<file path="src/rtl/regfile_wb_queue.sv">
// Write-side front end of the register file: queues writeback requests,
// drains one per cycle onto the regfile write port, and lets decode look up
// values that are still pending in the queue or sitting on the write port.
module regfile_wb_queue #(
    parameter int DEPTH = 4,
    parameter int AW    = 5,
    parameter int DW    = 32
) (
    input  logic                     clk,
    input  logic                     rst_n,
    input  logic                     in_valid,
    output logic                     in_ready,
    input  logic [AW-1:0]            in_addr,
    input  logic [DW-1:0]            in_data,
    input  logic                     flush,
    input  logic                     wb_stall,
    output logic                     wb_we,
    output logic [AW-1:0]            wb_waddr,
    output logic [DW-1:0]            wb_wdata,
    input  logic [AW-1:0]            fwd_addr1,
    output logic                     fwd_hit1,
    output logic [DW-1:0]            fwd_data1,
    input  logic [AW-1:0]            fwd_addr2,
    output logic                     fwd_hit2,
    output logic [DW-1:0]            fwd_data2,
    output logic [$clog2(DEPTH):0]   count
);

    localparam int PW = $clog2(DEPTH);
    localparam int CW = PW + 1;

    logic [AW-1:0] addr_mem [DEPTH];
    logic [DW-1:0] data_mem [DEPTH];
    logic [PW-1:0] wr_ptr;
    logic [PW-1:0] rd_ptr;

    logic push;
    logic pop;

    // Writes to r0 still complete the handshake but are never queued.
    assign in_ready = rst_n & (count != CW'(DEPTH)) & ~flush;
    assign push     = in_valid & in_ready & (in_addr != '0);
    assign pop      = (count != '0) & ~wb_stall & ~flush;

    // Queue pointers and occupancy; flush wins over push and pop.
    always_ff @(posedge clk or negedge rst_n) begin
        if (!rst_n) begin
            wr_ptr <= '0;
            rd_ptr <= '0;
            count  <= '0;
        end else if (flush) begin
            wr_ptr <= '0;
            rd_ptr <= '0;
            count  <= '0;
        end else begin
            if (push) wr_ptr <= wr_ptr + 1'b1;
            if (pop)  rd_ptr <= rd_ptr + 1'b1;
            case ({push, pop})
                2'b10:   count <= count + 1'b1;
                2'b01:   count <= count - 1'b1;
                default: count <= count;
            endcase
        end
    end

    // Entry storage; no reset needed since occupancy gates every read.
    always_ff @(posedge clk) begin
        if (push) begin
            addr_mem[wr_ptr] <= in_addr;
            data_mem[wr_ptr] <= in_data;
        end
    end

    // Staged regfile write: head moves onto wb_* on pop, address/data hold otherwise.
    always_ff @(posedge clk or negedge rst_n) begin
        if (!rst_n) begin
            wb_we    <= 1'b0;
            wb_waddr <= '0;
            wb_wdata <= '0;
        end else if (flush) begin
            wb_we    <= 1'b0;
        end else if (pop) begin
            wb_we    <= 1'b1;
            wb_waddr <= addr_mem[rd_ptr];
            wb_wdata <= data_mem[rd_ptr];
        end else begin
            wb_we    <= 1'b0;
        end
    end

    logic [AW-1:0] look_addr [2];
    logic          look_hit  [2];
    logic [DW-1:0] look_data [2];

    assign look_addr[0] = fwd_addr1;
    assign look_addr[1] = fwd_addr2;
    assign fwd_hit1     = look_hit[0];
    assign fwd_data1    = look_data[0];
    assign fwd_hit2     = look_hit[1];
    assign fwd_data2    = look_data[1];

    // Forwarding lookup: staged entry first, then live entries oldest to
    // youngest so the youngest match overwrites; r0 never hits.
    always_comb begin
        logic [PW-1:0] idx;
        idx = '0;
        for (int p = 0; p < 2; p++) begin
            look_hit[p]  = 1'b0;
            look_data[p] = '0;
            if (wb_we && (wb_waddr == look_addr[p])) begin
                look_hit[p]  = 1'b1;
                look_data[p] = wb_wdata;
            end
            for (int i = 0; i < DEPTH; i++) begin
                idx = rd_ptr + PW'(i);
                if ((CW'(i) < count) && (addr_mem[idx] == look_addr[p])) begin
                    look_hit[p]  = 1'b1;
                    look_data[p] = data_mem[idx];
                end
            end
            if (look_addr[p] == '0) begin
                look_hit[p]  = 1'b0;
                look_data[p] = '0;
            end
        end
    end

endmodule

</file>
<file path="config.mk">
export PLATFORM = sky130hd
export DESIGN_NAME = regfile_wb_queue
export DESIGN_NICKNAME = d
export VERILOG_FILES = /design/src/rtl/regfile_wb_queue.sv
export SDC_FILE = /design/constraint.sdc
export NUM_CORES = 1
export LEC_CHECK = 0
export ABC_AREA = 0
export BUFFER_PORTS_ARGS = -buffer_cell sky130_fd_sc_hd__buf_2
export CORE_MARGIN = 2
export CORE_UTILIZATION = 24
export CTS_CLUSTER_DIAMETER = 150
export DETAILED_ROUTE_END_ITERATION = 10
export PLACE_DENSITY = 0.48
export REMOVE_ABC_BUFFERS = 1
export SLEW_MARGIN = 0
export SYNTH_ARGS = -nofsm -noshare
export SYNTH_HDL_FRONTEND = slang
export SYNTH_SLANG_ARGS = --single-unit
</file>
<file path="constraint.sdc">
create_clock -name clk -period 3.85 [get_ports clk]
set_input_delay 0.5775 -clock clk [delete_from_list [all_inputs] [get_ports clk]]
set_output_delay 0.5775 -clock clk [all_outputs]
set_load 0.03 [all_outputs]
</file>
## Word-level counts from Yosys, hierarchy flattened

Memory sizes are Yosys's and may differ from the RTL's.
Index checks and enable logic that the tools add are counted.

- Register bits after elaboration: 45
- Bits in writable memories: 148
- Input bits: 52
- Output and inout bits: 108
- Logic and storage cells: 91
- Memories kept: 2

Memory list:

| name | words | width | rd ports | clocked after Yosys merged registers in | wr ports | RTL line | text |
|---|---|---|---|---|---|---|---|
| data_mem | 4 | 32 | 4 | 0 | 1 | 33 | `logic [DW-1:0] data_mem [DEPTH];` |
| addr_mem | 4 | 5 | 4 | 0 | 1 | 32 | `logic [AW-1:0] addr_mem [DEPTH];` |

- $add $sub $neg: 6
- $lt $le $gt $ge: 4
- Equality and inequality tests: 13
- Mux-type cells: 34
- Bitwise operators: 8
- Reductions and logical operators: 18

Operator list:

| cell | number |
|---|---|
| $mux 32 | 12 |
| $eq 5x5->1 | 10 |
| $mux 1 | 16 |
| $logic_and 1x1->1 | 10 |
| $logic_not 5->1 | 2 |
| $mux 2 | 4 |
| $and 1x1->1 | 6 |
| $lt 1x3->1 const A | 2 |
| $lt 2x3->1 const A | 2 |
| $pmux 3 s2 | 1 |
| $reduce_bool 3->1 | 2 |
| $reduce_bool 5->1 | 1 |
| $add 2x1->2 const B | 2 |
| $add 2x2->2 const B | 2 |
| $reduce_bool 2->1 | 2 |
| $add 3x1->3 const B | 1 |
| $mux 3 | 1 |
| $ne 3x3->1 const B | 1 |
| $sub 3x1->3 const B | 1 |
| $eq 2x1->1 const B | 1 |
| $eq 2x2->1 const B | 1 |
| $not 1->1 | 2 |
| $reduce_and 2->1 | 1 |

## Depth between registers and ports, before layout

Gate-level depths: netlist of the first run.

- Word-level depth: 8
- Depth in mapped cells: 11

## Worst setup path before layout of the first run

Ideal clock, no wire load.

- Kind: reg-to-reg
- From: register count[0]
- To: memory addr_mem[0][0] (enable)
- Library setup time: 0.431 ns
- Data arrival time: 3.893 ns
- Required time: 3.419 ns
- Setup slack: -0.475 ns
- Stages on the path, launching flop included: 7
- Clock period less this slack: 4.325 ns
- Cell sequence: dfrtp_1 > inv_1 > ha_1 > a211oi_1 > o211ai_1 > clkbuf_1 > nor2_1

- Word-level cells in the longest chain between the ends: 7

RTL lines:

| item | RTL line | text |
|---|---|---|
| start: declaration | 26 | `output logic [$clog2(DEPTH):0] count` |
| start signal: assignment | 59 | `2'b10: count <= count + 1'b1;` |
| start signal: assignment | 60 | `2'b01: count <= count - 1'b1;` |
| start signal: assignment | 61 | `default: count <= count;` |
| $ne 3x3->1 | 41 | `assign in_ready = rst_n & (count != CW'(DEPTH)) & ~flush;` |
| $and 1x1->1 (2 in series) | 41 |  |
| named net in_ready | 12 | `output logic in_ready,` |
| $and 1x1->1 (2 in series) | 42 | `assign push = in_valid & in_ready & (in_addr != '0);` |
| $mux 1 | 68 | `if (push) begin` |
| $mux 1 (implied by the code) | 69 | `addr_mem[wr_ptr] <= in_addr;` |
| end: declaration | 32 |  |

The timed path passes the listed nets, and every way through them passes these cells.

## Final worst setup path of the first run

- From: register rd_ptr[0]
- To: output port fwd_data1[19]

- Word-level cells in the longest chain between the ends: 8
- Elaborated cells on any way between the ends: 18

RTL lines:

| item | RTL line | text |
|---|---|---|
| start: declaration | 35 | `logic [PW-1:0] rd_ptr;` |
| start signal: assignment | 57 | `if (pop) rd_ptr <= rd_ptr + 1'b1;` |
| $add 2x1->2 or $mem_v2 4x5 (tied branches) | - |  |
| $mem_v2 4x5 or $eq 5x5->1 (tied branches) | - |  |
| $eq 5x5->1 or $logic_and 1x1->1 (tied branches) | 116 | `if ((CW'(i) < count) && (addr_mem[idx] == look_addr[p])) begin` |
| $logic_and 1x1->1 or $mux 32 (tied branches) | 116 |  |
| $mux 32 (2 in series) | 116 |  |
| $mux 32 * | 116 |  |
| $mux 32 * | 121 | `if (look_addr[p] == '0) begin` |
| end: declaration | 22 | `output logic [DW-1:0] fwd_data1,` |

Mark *: on every way between the ends. The rest lies on a longest branch, timed or not.

==> run_results.csv, run 1 <==
group,metric,value,unit
yosys,yosys.area.top_type,"edfxtp_1",
setup_path,critPathKind,"flop to primary output",
setup_path,crit_top_cell,"buf_6",
layout,stdcell_area,18300,um2
layout,drive_gt1_share,56.6,%
sta,drv_slew,0,
placement,place_congestion,0.802,
placement,dp_cells,1838,
sta,finalSetupViolations,56,
die,die_height,239,um
power_and_ir_drop,powerDensity,580,nW/um2
run,max_cap_violations,0,
clocking,htree_levels,4,
route,drcViolationCount,0,
yosys,synth_edf_count,148,
placement,dp_hpwl,32400,um
clocking,numCtsBuffers,17,
global_routing,grt_max_degree,79,
power_and_ir_drop,leakagePower,6.10,nW
global_routing,grt_pass1_vias,11000,
clocking,clkTransAtPathRegs,0.08,ns
yosys,ys_async_sr_fraction,23.3,%
setup_path,cp-start-kind,"flop",
die,die_width,239,um
route,ant_nets,0,
route,wl_per_cell,27.5,um
global_routing,antenna_found_initial,7,
sta,worst_pin_slew,0.837,ns
route,detailroute.via_count,10900,
sta,timing.fmax,249,MHz
yosys,yosysUniqueCellTypes,50,
setup_path,cp_max_fo,13,
setup_path,path_cells,"buf_6, buf_6, mux4_2, xnor2_2, nand4_1, nor3_4, buf_4, buf_8, a32oi_1, o31ai_2, buf_4, buf_6",
yosys,syn_area_per_cell,13.7,um2
global_routing,grt_pass1_wl,76400,um
yosys,ys_ff_latch,193,
global_routing,overflow,0,
setup_path,endpoint_kind,"primary output",
clocking,tritoncts,"done",
clocking,clk_path_buf_depth,2,
sta,setup_tns,-4.08,ns
route,post_drt_via_cell_ratio,5.63,
placement,place_ws,0.0188,ns
layout,finalNonFillerCells,1937,
die,fp.dieArea,57300,um2
outcome,status,"complete, but fails checks",
layout,fin_util,33.3,%
route,drt-initial-drc-count,1052,
die,core-area,55000,um2
route,drt_wl_total,53200,um
yosys,ys.warnings.count,0,
yosys,synth_cells,968,
die,ios,160,
sta,clock_skew,0.0104,ns
global_routing,track_usage,18.6,%
yosys,synthTopCellsByArea,"edfxtp_1 33%, mux4_2 25%, dfrtp_1 8.5%",
route,dr.pass1.iters,5,
clocking,postCtsHoldBufs,0,
sta,final_hold_viol_count,0,
yosys,yosysSeqAreaShare,41.9,%
yosys,synth_top_area_share,33.4,%
sta,layout_setup_ws,-0.171,ns
sta,rsz0062_at_grt,"true",
setup_path,cpPeakStageDelay,0.51,ns
setup_path,crit_arrival,3.44,ns
sta,layout_min_cycle_time,4.02,ns
power_and_ir_drop,peakVddDrop,0.000410,V
power_and_ir_drop,finalPower,10.6,mW
clocking,clk-insertion-delay-late,0.50,ns
layout,nFillCells,5370,
sta,whs,0.295,ns
placement,postPlaceCellArea,15400,um2
layout,nNetsFinal,1231,
setup_path,cp.required,3.27,ns
clocking,clkSinkCount,193,
placement,io_buffers,159,
die,start_util,24.2,%
clocking,cts_root_buf,"clkbuf_16",
sta,fin_crit_sh,104,%
yosys,synth_ff_type,"edfxtp_1",
sta,slew_headroom,44.2,%
setup_path,worst_path_max_delay_cell,"dfrtp_4",
layout,syn_to_final_growth,37.4,%
yosys,synth_area,13300,um2
hold_path,min_path_type,"input pin to flop",
die,rows,86,
outcome,violations,"setup timing",
==> final cells by class <==
class                   count  area (um2)  share of cell area [%]
diodes                      5        12.5                  0.0684
clock buffers              18         429                    2.35
clock inverters            14         201                    1.10
inverters                  10        37.5                   0.205
multi-input cells         650        8260                    45.1
flip-flops and latches    193        5580                    30.5
well taps                 748         936                    5.12
repair buffers            299        2840                    15.5
==> placed cells by master, fill, tap and decap left out, types with 5 or more instances in the layout <==
master	instances
mux4_2	148
edfxtp_1	148
buf_4	113
buf_2	93
nor2_1	71
buf_6	45
dfrtp_1	43
mux2_2	38
a221oi_2	35
buf_12	34
and3_1	33
a32oi_1	33
or3_1	30
o31ai_2	30
a32oi_2	27
xor2_1	26
xnor2_1	24
a221oi_1	20
o31ai_1	19
clkbuf_16	19
o31ai_4	13
inv_1	10
nand2_1	8
a221oi_4	8
ha_1	8
buf_16	7
nor2_4	6
diode_2	5
mux2i_1	5
xor2_2	5
==> cell families after synthesis <==
logic type | after synthesis | share of synthesized area, %
mux | 191 | 28.6
xor+xnor | 57 | 3.75
flops | 193 | 41.9
buf+inv | 125 | 4.56
compound gates | 211 | 13.2
fa+ha+maj | 9 | 0.828
simple gates | 182 | 7.14
==> cells in the mapped netlist (2+ instances only) <==
cell / count
or4_1: 3
nor3_2: 3
buf_6: 6
nor4_1: 2
xor2_1: 31
a31o_1: 2
nand3_1: 2
clkbuf_1: 43
mux4_2: 148
and3_1: 36
inv_1: 10
mux2i_1: 5
nor2_1: 78
a32oi_1: 62
dfrtp_1: 45
a221oi_1: 59
a32o_1: 2
nand4_1: 4
a21oi_1: 5
buf_2: 49
nor2b_1: 2
o21ai_0: 5
buf_4: 8
edfxtp_1: 148
mux2_2: 38
a221o_1: 2
nand2_1: 8
or3_1: 31
o31ai_1: 62
xnor2_1: 26
a221oi_2: 4
nor3_1: 7
ha_1: 8
buf_1: 8
==> routing by layer <==
layer | routed length (um) | global-route usage (%) | vias to the layer above
met2 | 26000 | 30.5 | 526
met3 | 4190 | 4.89 | 97
li1 | - | - | 4526
met1 | 21800 | 23.9 | 5757
met5 | 36 | 0 | -
met4 | 1170 | 6.08 | 6
==> repair_timing <==
| action | in CTS | in global routing |
|---|---|---|
| pin swaps | 47 | 46 |
| setup endpoints to repair | 66 | 66 |
| buffers inserted | 48 | 5 |
| cloned | 10 | 2 |
| gates resized for setup | 206 | 97 |
==> worst max-delay path: cells and delay by family (launching register included) <==
family                 cells  cell delay (ns)
AO/OA/AOI/OAI              2             0.23
flip-flops                 1             0.51
AND/OR/NAND/NOR            2             0.61
buffers and inverters      6             0.91
XOR/XNOR                   1             0.17
multiplexers               1             0.50
==> final timing paths <==
path | start | end | slack [ns] | depth (start not counted)
worst max-delay path | rd_ptr[0] | fwd_data1[19] | -0.17 | 12
min in group asynchronous | rst_n | wb_waddr[1] | 0.31 | 2
worst max register to register | count[0] | data_mem[1][16] | 0.89 | 7
worst min-delay path | in_data[24] | data_mem[3][24] | 0.29 | 1
max in group asynchronous | rst_n | rd_ptr[1] | 2.92 | 2
worst min register to register | wr_ptr[0] | wr_ptr[0] | 0.57 | 1
==> power by group <==
part / switching, mW / internal, mW
clock: 0.915 / 1.10
sequential: 0.384 / 2.52
combinational: 3.31 / 2.39
==> flip-flops by register name (all words and copies together), names as in the netlist <==
signal	count
wr_ptr	2
count	3
addr_mem	20
wb_we	1
wb_wdata	32
data_mem	128
wb_waddr	5
rd_ptr	2
Note: power is estimated with default switching activity, not from simulation.
==> run 2: changes to the inputs <==
==> constraint.sdc (replaced) <==
create_clock -name clk -period 3.85 [get_ports clk]
set_input_delay 1.155 -clock clk [delete_from_list [all_inputs] [get_ports clk]]
set_output_delay 1.155 -clock clk [all_outputs]
set_load 0.03 [all_outputs]
==> run_results.csv, run 2 (synthesis gave the netlist of run 1 again) <==
group,metric,value,unit
clocking,numCtsBuffers,17,
die,ios,160,
sta,whs,0.565,ns
clocking,tritoncts,"done",
sta,final_hold_viol_count,0,
clocking,cts_root_buf,"clkbuf_16",
placement,dp_cells,1916,
setup_path,path_buf_inv,5,
global_routing,grt_pass1_vias,11100,
global_routing,track_usage,17.9,%
route,drcViolationCount,0,
clocking,clk-insertion-delay-late,0.51,ns
global_routing,overflow,0,
sta,setup_tns,-47.44,ns
layout,top_regs,"data_mem: 128 flops, wb_wdata: 32 flops, addr_mem: 20 flops",
layout,finalNonFillerCells,2024,
layout,final_cell_mix,"171 x buf_4, 148 x mux4_2, 148 x edfxtp_1, 94 x buf_2, 70 x nor2_1",
route,post_drt_via_cell_ratio,5.51,
setup_path,r2r_slack,1.11,ns
hold_path,hp-start,"wr_ptr[0]",
sta,slew_headroom,40.1,%
die,die_width,239,um
setup_path,path_cells,"buf_6, buf_12, mux4_2, xor2_2, nor4_4, buf_12, a21oi_4, buf_12, a221o_1, a31o_1, buf_6",
sta,rsz0062_at_grt,"true",
setup_path,cp.required,2.69,ns
clocking,clkSinkCount,193,
clocking,postCtsHoldBufs,0,
die,start_util,24.2,%
die,fp.dieArea,57300,um2
clocking,clkTransAtPathRegs,0.08,ns
setup_path,crit_arrival,3.55,ns
route,detailroute.via_count,11200,
setup_path,worstReg2RegStart,"count[1]",
setup_path,critPathKind,"flop to primary output",
power_and_ir_drop,leakagePower,6.59,nW
layout,stdcell_area,19200,um2
sta,finalSetupViolations,66,
sta,layout_setup_ws,-0.851,ns
setup_path,cp_top_family,"buffers and inverters",
placement,io_buffers,159,
sta,worst_pin_slew,0.898,ns
power_and_ir_drop,finalPower,10.9,mW
hold_path,min_path_type,"flop to flop",
setup_path,crit_top_cell,"buf_12",
setup_path,endpoint,"fwd_data1[27]",
die,rows,86,
route,wl_per_cell,26.1,um
setup_path,cpPeakStageDelay,0.54,ns
setup_path,endpoint_kind,"primary output",
die,core-area,55000,um2
run,max_cap_violations,0,
sta,clock_skew,0.0118,ns
setup_path,cp_max_fo,15,
route,drt-initial-drc-count,794,
clocking,htree_levels,4,
route,drt_wl_total,52700,um
setup_path,rr_endpoint,"data_mem[0][8]",
clocking,clk_path_buf_depth,2,
outcome,status,"complete, but fails checks",
layout,syn_to_final_growth,44.5,%
power_and_ir_drop,peakVddDrop,0.000371,V
placement,dp_hpwl,33100,um
layout,fin_util,35.0,%
setup_path,worst-path-stages,11,
die,die_height,239,um
setup_path,worst_path_max_delay_cell,"dfrtp_4",
global_routing,grt_max_degree,79,
outcome,violations,"setup timing",
layout,final_common_cell,"buf_4",
sta,timing.fmax,213,MHz
setup_path,r2r.worst_path.cells,7,
setup_path,cp-start-kind,"flop",
placement,place_ws,-0.742,ns
sta,fin_crit_sh,122,%
sta,drv_slew,0,
route,ant_nets,0,
route,dr.pass1.iters,5,
placement,place_congestion,0.794,
power_and_ir_drop,powerDensity,566,nW/um2
layout,largest-register,"data_mem",
layout,nNetsFinal,1319,
sta,layout_min_cycle_time,4.70,ns
global_routing,grt_pass1_wl,74100,um
setup_path,worstSetupStartpoint,"rd_ptr[0]",
layout,drive_gt1_share,59.9,%
placement,postPlaceCellArea,16100,um2
global_routing,antenna_found_initial,7,
layout,largest_register_ffs,128,
[run 2: cell types whose count changed in the layout (fill, tap and decap cells not counted), moves of 8 or more]
| cell | delta |
|---|---|
| a221oi_1 | -8 |
| a221oi_4 | +10 |
| a32oi_1 | +14 |
| a32oi_2 | -13 |
| and3_1 | -9 |
| and3_4 | +9 |
| buf_12 | +12 |
| buf_4 | +58 |
| buf_6 | +16 |
| o31ai_1 | +10 |
| o31ai_2 | -10 |
[run 2: worst min path at each step]
stage                              end  cells after the start
after floorplan              wr_ptr[0]                      1
after global placement    wb_wdata[22]                      1
after detailed placement  wb_wdata[19]                      1
after CTS                    wr_ptr[0]                      1
after global routing         wr_ptr[0]                      1
final                        wr_ptr[0]                      1
[run 2: power by group]
part	leakage (nW)	switching, mW	internal (mW)	total (mW)
registers	1.88	0.377	2.52	2.89
logic	4.42	3.44	2.66	6.10
clock network	0.297	0.901	0.982	1.88
total	6.59	4.72	6.15	10.9
[run 2: area by class of cell]
| class | count | area [um2] |
|---|---|---|
| inverter | 10 | 37.5 |
| tap | 748 | 936 |
| clock buffer | 18 | 439 |
| antenna | 4 | 10.0 |
| timing repair buffer | 387 | 3680 |
| multi-input combinational | 650 | 8400 |
| fill | 5351 | 35800 |
| sequential | 193 | 5580 |
| clock inverter | 14 | 150 |
[run 2: metal layers]
| layer | GRT usage [%] | vias up | part of all wire [%] |
|---|---|---|---|
| met4 | 6.74 | 6 | 2.3 |
| met3 | 4.83 | 87 | 8.0 |
| met1 | 22.6 | 5866 | 41 |
| li1 | - | 4702 | - |
| met5 | 0 | - | 0.078 |
| met2 | 29.3 | 491 | 48 |
[run 2: timing repair]
item,in CTS,in global routing
setup endpoints to repair,66,66
pin swaps,17,30
setup buffers,29,34
gates resized for setup,201,127
cloned,2,9
==> run 3: changes to the inputs <==
SETUP_SLACK_MARGIN = 0.3   (was not set)
==> run_results.csv, run 3 (synthesis gave the netlist of run 1 again) <==
group,metric,value,unit
route,dr.pass1.iters,5,
layout,final_common_cell,"buf_4",
sta,final_hold_viol_count,0,
layout,drive_gt1_share,58.5,%
placement,place_ws,-0.742,ns
layout,ff_latch_area,5580,um2
sta,drv_slew,0,
sta,timing.fmax,213,MHz
global_routing,overflow,0,
clocking,numCtsBuffers,17,
setup_path,path_cells,"buf_4, buf_6, mux4_2, buf_6, xnor2_1, nand4_1, nor3_4, buf_6, buf_12, nor2_1, a41oi_1, buf_4",
route,drt_wl_total,51500,um
hold_path,min_path_type,"flop to flop",
sta,clock_skew,0.0100,ns
power_and_ir_drop,peakVddDrop,0.000374,V
setup_path,cp_max_fo,15,
setup_path,cp.required,2.69,ns
layout,nFillCells,5409,
clocking,clkTransAtPathRegs,0.08,ns
clocking,clk-insertion-delay-late,0.50,ns
die,core-area,55000,um2
clocking,tritoncts,"done",
placement,postPlaceCellArea,16100,um2
setup_path,crit_arrival,3.54,ns
global_routing,grt_max_degree,79,
outcome,violations,"setup timing",
die,rows,86,
setup_path,cpPeakStageDelay,0.54,ns
setup_path,crit_top_cell,"buf_6",
global_routing,track_usage,17.9,%
sta,whs,0.566,ns
layout,final_cell_mix,"172 x buf_4, 148 x mux4_2, 148 x edfxtp_1, 93 x buf_2, 70 x nor2_1",
layout,largest_register_ffs,128,
die,die_height,239,um
layout,fin_util,34.2,%
sta,layout_setup_ws,-0.850,ns
sta,slew_headroom,41.7,%
die,ios,160,
layout,syn_to_final_growth,41.4,%
power_and_ir_drop,finalPower,10.7,mW
setup_path,endpoint_kind,"primary output",
route,wl_per_cell,25.7,um
placement,place_congestion,0.794,
sta,setup_tns,-48.24,ns
global_routing,grt_pass1_wl,74100,um
power_and_ir_drop,leakagePower,6.43,nW
power_and_ir_drop,powerDensity,570,nW/um2
global_routing,antenna_found_initial,6,
sta,finalSetupViolations,66,
sta,layout_min_cycle_time,4.70,ns
die,fp.dieArea,57300,um2
setup_path,cp-start-kind,"flop",
outcome,status,"complete, but fails checks",
setup_path,worst_path_max_delay_cell,"dfrtp_4",
clocking,cts_root_buf,"clkbuf_16",
placement,dp_hpwl,33100,um
layout,multi_input_area,8270,um2
clocking,htree_levels,4,
route,ant_nets,0,
layout,finalNonFillerCells,2004,
setup_path,path_buf_inv,6,
layout,nNetsFinal,1301,
global_routing,grt_pass1_vias,11100,
sta,fin_crit_sh,122,%
clocking,clkSinkCount,193,
placement,dp_cells,1916,
route,drcViolationCount,0,
layout,largest-register,"data_mem",
setup_path,cp_top_family,"buffers and inverters",
route,detailroute.via_count,11000,
route,post_drt_via_cell_ratio,5.49,
layout,top_regs,"data_mem: 128 flops, wb_wdata: 32 flops, addr_mem: 20 flops",
setup_path,critPathKind,"flop to primary output",
sta,rsz0062_at_grt,"true",
die,start_util,24.2,%
route,drt-initial-drc-count,786,
clocking,clk_path_buf_depth,2,
sta,worst_pin_slew,0.874,ns
placement,io_buffers,159,
layout,stdcell_area,18800,um2
die,die_width,239,um
clocking,postCtsHoldBufs,0,
run,max_cap_violations,0,
-- run 3: layer usage --
metal	vias to the layer above	track usage, %	share of wire (%)
met5	-	0	0.091
met4	6	6.74	2.6
met3	89	4.83	8.4
met2	526	29.3	48
met1	5726	22.6	41
li1	4660	-	-
-- run 3: repair_timing --
action / 4_1_cts / 5_1_grt
gates cloned: 2 / 3
gates resized for setup: 203 / 93
setup buffers: 29 / 20
endpoints found under the setup margin: 66 / 66
pin swaps: 17 / 33
endpoints found under the hold margin: 0 / 0
-- run 3: layout make-up --
type	count	area share (%)
antenna	2	0.0266
clock buffer	18	2.33
clock inverter	14	0.798
inverter	10	0.200
multi-input combinational	650	43.9
sequential	193	29.6
tap	748	4.97
timing repair buffer	369	18.1
-- run 3: worst paths after layout --
check	slack [ns]	to	depth (start not counted)	from
setup / recovery	-0.85	fwd_hit1	12	rd_ptr[0]
hold / removal	0.57	wr_ptr[0]	1	wr_ptr[0]
setup reg to reg	1.13	data_mem[0][8]	7	count[1]
hold reg to reg	0.57	wr_ptr[0]	1	wr_ptr[0]
max in group asynchronous	2.33	rd_ptr[0]	2	rst_n
min in group asynchronous	0.88	wb_waddr[4]	2	rst_n
-- run 3: report_power, final --
| group | leakage [nW] | internal, mW | total, mW | switching, mW |
|---|---|---|---|---|
| Clock | 0.297 | 0.982 | 1.87 | 0.888 |
| Combinational | 4.26 | 2.60 | 5.99 | 3.38 |
| Sequential | 1.88 | 2.52 | 2.88 | 0.359 |
